### src/rtl/simon_input_checker_press_edge_detector.sv
// Button edge detector: registers the held level and emits one-cycle rise/fall
// pulses plus the button number captured on the rising edge.
module press_edge_detector (
   input  logic       clk,
   input  logic       reset,
   input  logic       pressed,
   input  logic [1:0] num,
   output logic       rise,
   output logic       fall,
   output logic [1:0] rise_num
);

   logic       press_prev;
   logic [1:0] num_q;

   // NOTE: sequential state is assigned with <= so every flop samples pre-edge values.
   always_ff @(posedge clk) begin
      if (reset) begin
         press_prev <= 1'b0;
         num_q      <= 2'd0;
      end else begin
         press_prev <= pressed;
         if (rise) num_q <= num;
      end
   end

   assign rise     = pressed & ~press_prev;
   assign fall     = ~pressed & press_prev;
   assign rise_num = rise ? num : num_q;

endmodule

### config.mk
export PLATFORM = sky130hd
export DESIGN_NAME = press_edge_detector
export DESIGN_NICKNAME = d
export VERILOG_FILES = /design/src/rtl/simon_input_checker_press_edge_detector.sv
export SDC_FILE = /design/constraint.sdc
export NUM_CORES = 1
export LEC_CHECK = 0
export ABC_AREA = 1
export CORE_AREA = 2 2 39 41
export CTS_CLUSTER_SIZE = 8
export DETAILED_ROUTE_END_ITERATION = 6
export DIE_AREA = 0 0 41 43
export GPL_ROUTABILITY_DRIVEN = 0
export HOLD_SLACK_MARGIN = 0.06
export PLACE_DENSITY = 0.32
export SYNTH_ARGS = -nofsm -noshare
export SYNTH_HDL_FRONTEND = slang
export SYNTH_SLANG_ARGS = --single-unit
### constraint.sdc
create_clock -name clk -period 1.6 [get_ports clk]
set_input_delay 0.32 -clock clk [delete_from_list [all_inputs] [get_ports clk]]
set_output_delay 0.32 -clock clk [all_outputs]
set_load 0.01 [all_outputs]
Word level (Yosys, flattened, before mapping)
Index checks and enable logic that the tools add are counted.
W data, S select, Z words.
{"block": "op_classes", "muxes": 1, "bitwise_logic": 4}
{"cell": "$and A1 B1 Y1", "n": 2}
{"cell": "$mux W2", "n": 1}
{"cell": "$not A1 Y1", "n": 2}
{"block": "totals", "reg_bits": 3, "inputBits": 5, "output_inout_bits": 4, "word_cells": 7}

Logic depth before layout (Yosys ltp)
{"block": "depth", "word_depth": 3, "mapped_depth": 5, "depth_no_buf": 5}

Worst setup path before layout
No wires, ideal clock.
{"block": "synth_path", "path_type": "flip-flop to output port", "from": "reg press_prev", "to": "out rise_num[0]", "arrival_time_ns": 0.620, "slack_ns": 0.660, "stages_incl_launch_ff": 6, "n_path_buf": 0, "cell_sequence": "dfxtp_1 > inv_1 > nand2_2 > nand2_1 > nand2_1 > inv_1"}
{"block": "synth_via", "elab_chain_len": 3}
{"element": "start, declared", "line_no": "13", "source": "logic press_prev;"}
{"element": "start signal, assigned", "line_no": "22", "source": "press_prev <= pressed;"}
{"element": "$not A1 Y1", "line_no": "27", "source": "assign rise = pressed & ~press_prev;"}
{"element": "$and A1 B1 Y1", "line_no": "27"}
{"element": "$mux W2"}
{"element": "end, declared", "line_no": "10", "source": "output logic [1:0] rise_num"}
No other way between the ends.

Worst setup path in the final report
{"block": "layout_path", "from": "in num[1]", "to": "out rise_num[1]"}
{"block": "layout_via", "elab_chain_len": 1}
{"element": "start, declared", "line_no": "7", "source": "input logic [1:0] num,"}
{"element": "$mux W2"}
No other way between the ends.

==> reports/qor.yml <==
netSwitchingFraction: 0.235
antenna_found_initial: 0
cp_max_fo: 2
rsz0062_at_grt: "false"
fin_util: 0.196
start_util: 0.101
rrSetupSlack_ns: 0.75
worstRegToRegCells: 6
slew_violations: 0
yosys.area.top_type: "dfxtp_1"
vias_per_cell: 3.08
worst_slack_ns: 0.151
ff_latch_area_um2: 60.1
syn_nets: 28
yosysTopAreaCellShare: 0.429
cts-root-buf: "clkbuf_4"
die_h_um: 43
cp-startpoint: "num[1]"
netlist_instances: 23
required_ns: 1.28
grt.overflow.total: 0
clkTransAtPathRegs_ns: 0.04
worstMarginPinSlew_ns: 0.179
clockBufferDepth: 2
placed_area_um2: 255
fin_crit_sh: 0.906
drive_gt1_frac: 0.216
finalSetupViolCount: 0
track_usage: 0.0461
cts_buffers: 3
ys_warn_count: 0
drc: 0
grt_pass1_wl_um: 503
holdBufCountCts: 0
cap_violations: 0
end_kind: "output pin"
insertion_delay_ns: 0.23
syn_area_um2: 140
reg2reg_from: "press_prev"
combPwrFrac: 0.190
nets: 43
final_area_um2: 272
pre_cts_slack_ns: -0.393
crit_end: "rise_num[1]"
die_area_um2: 1760
core_um2: 1380
final_cell_count_no_fill: 53
fillers: 171
drt-wirelength-per-cell_um: 6.43
design.portCount: 9
grt_pass1_vias: 151
antenna_left: 0
synth_cell_types: 6
clkPwrFrac: 0.499
ys_ff_latch: 3
arrival_ns: 1.13
outcome: "finished clean"
tns_ns: 0
hp-class: "in2reg"
p_per_area_nw_per_um2: 964
post-route-min-period_ns: 1.45
dr.pass1.iters: 2
crit_type: "in2out"
max_freq_mhz: 690
cts_resized: 4
yosysSeqAreaShare: 0.429
cts-htree-levels: 1
syn2layout_area_growth_pct: 93.8
start_kind: "primary input"
rows: 14
intPower_mw: 0.200
yosys-top-cells-area: "dfxtp_1 (43%), inv_1 (24%), nand2_1 (11%)"
multi_input_area_um2: 46.3
hold_violations: 0
vias: 163
p_sw_mw: 0.0615
relSlewSlack: 0.881
n_antenna_cell: 0
dp.cells: 49
irDropWorstVdd_mv: 0.291
postCtsSetupBuffers: 0
power_frac_seq: 0.311
cts_tree: "yes"
r2r_end: "num_q[0]"
leakagePower_nw: 0.172
drt-total-wl_um: 341
cts_sinks: 3
portBuffers: 8
syn_avg_cell_area_um2: 6.09
dieWidth_um: 41
grt_max_degree: 6
drtIter0Drc: 2
clock_skew_ns: 0.00115
dp_hpwl_um: 250
state kept, by name (all words and copies together) (netlist names):
| register | cells |
|---|---|
| num_q | 2 |
| press_prev | 1 |
logic make-up after synthesis:
logic type	count (synthesis)	synth area share
buffers and inverters	9	0.241
DFF	3	0.429
and+or+nand+nor	11	0.330
cells in the mapped netlist:
master   n
nand2_2  1
inv_1    9
dfxtp_1  3
nand3_1  2
nor2_1   4
nand2_1  4
metrics by stage:
stage	hold WS [ns]	power [mW]
3_3_place_gp	0.609	0.141
5_1_grt	0.563	0.279
6_report	0.519	0.262
3_5_place_dp	0.609	0.140
4_1_cts	0.512	0.274
2_1_floorplan	0.391	0.103
layout by cell type, fill, tap and decap left out:
master / Yosys / layout
inv_1: 9 / 9
nand2_1: 4 / 4
nor2_1: 4 / 4
clkbuf_4: 0 / 3
clkdlybuf4s50_1: 0 / 3
dfxtp_1: 3 / 3
nand3_1: 2 / 2
dlygate4sd2_1: 0 / 2
clkbuf_2: 0 / 2
buf_4: 0 / 2
nand2_2: 1 / 1
clkbuf_1: 0 / 1
dlymetal6s2s_1: 0 / 1
worst min path at each step:
stage | start | to | slack [ns] | cells after the start
global placement | num_q[0] | num_q[0] | 0.61 | 5
finish | pressed | press_prev | 0.52 | 3
detailed placement | num_q[0] | num_q[0] | 0.61 | 5
CTS | pressed | press_prev | 0.51 | 3
floorplan | reset | press_prev | 0.39 | 1
global route | pressed | press_prev | 0.56 | 3
area by class of cell:
| cell class | instances | share of cell area |
|---|---|---|
| clock buffers | 4 | 0.0968 |
| inverters | 9 | 0.124 |
| multi-input cells | 11 | 0.171 |
| well taps | 16 | 0.0737 |
| flip-flops and latches | 3 | 0.221 |
| repair buffers | 10 | 0.313 |
worst max-delay path: stages:
cell and delay (ns):
clkdlybuf4s50_1 0.45, inv_1 0.04, nand3_1 0.07, nand2_1 0.07, inv_1 0.05, clkbuf_2 0.12
routing by layer:
layer | wire length, µm | track usage | up-vias | part of all wire
li1 | - | - | 90 | -
met1 | 136 | 0.0479 | 68 | 0.40
met2 | 164 | 0.0594 | 5 | 0.48
met3 | 40 | 0.0157 | 0 | 0.12
met4 | 0 | 0.0600 | 0 | 0
met5 | 0 | 0 | - | 0
power groups by stage:
stage,Sequential [mW],Clock [mW],Combinational (mW)
after floorplan,0.0825,0,0.0208
after global placement,0.0827,0,0.0580
after detailed placement,0.0826,0,0.0578
after CTS,0.0815,0.140,0.0526
after global routing,0.0818,0.141,0.0566
final,0.0815,0.131,0.0497
Power figures use the tool's default switching activity.
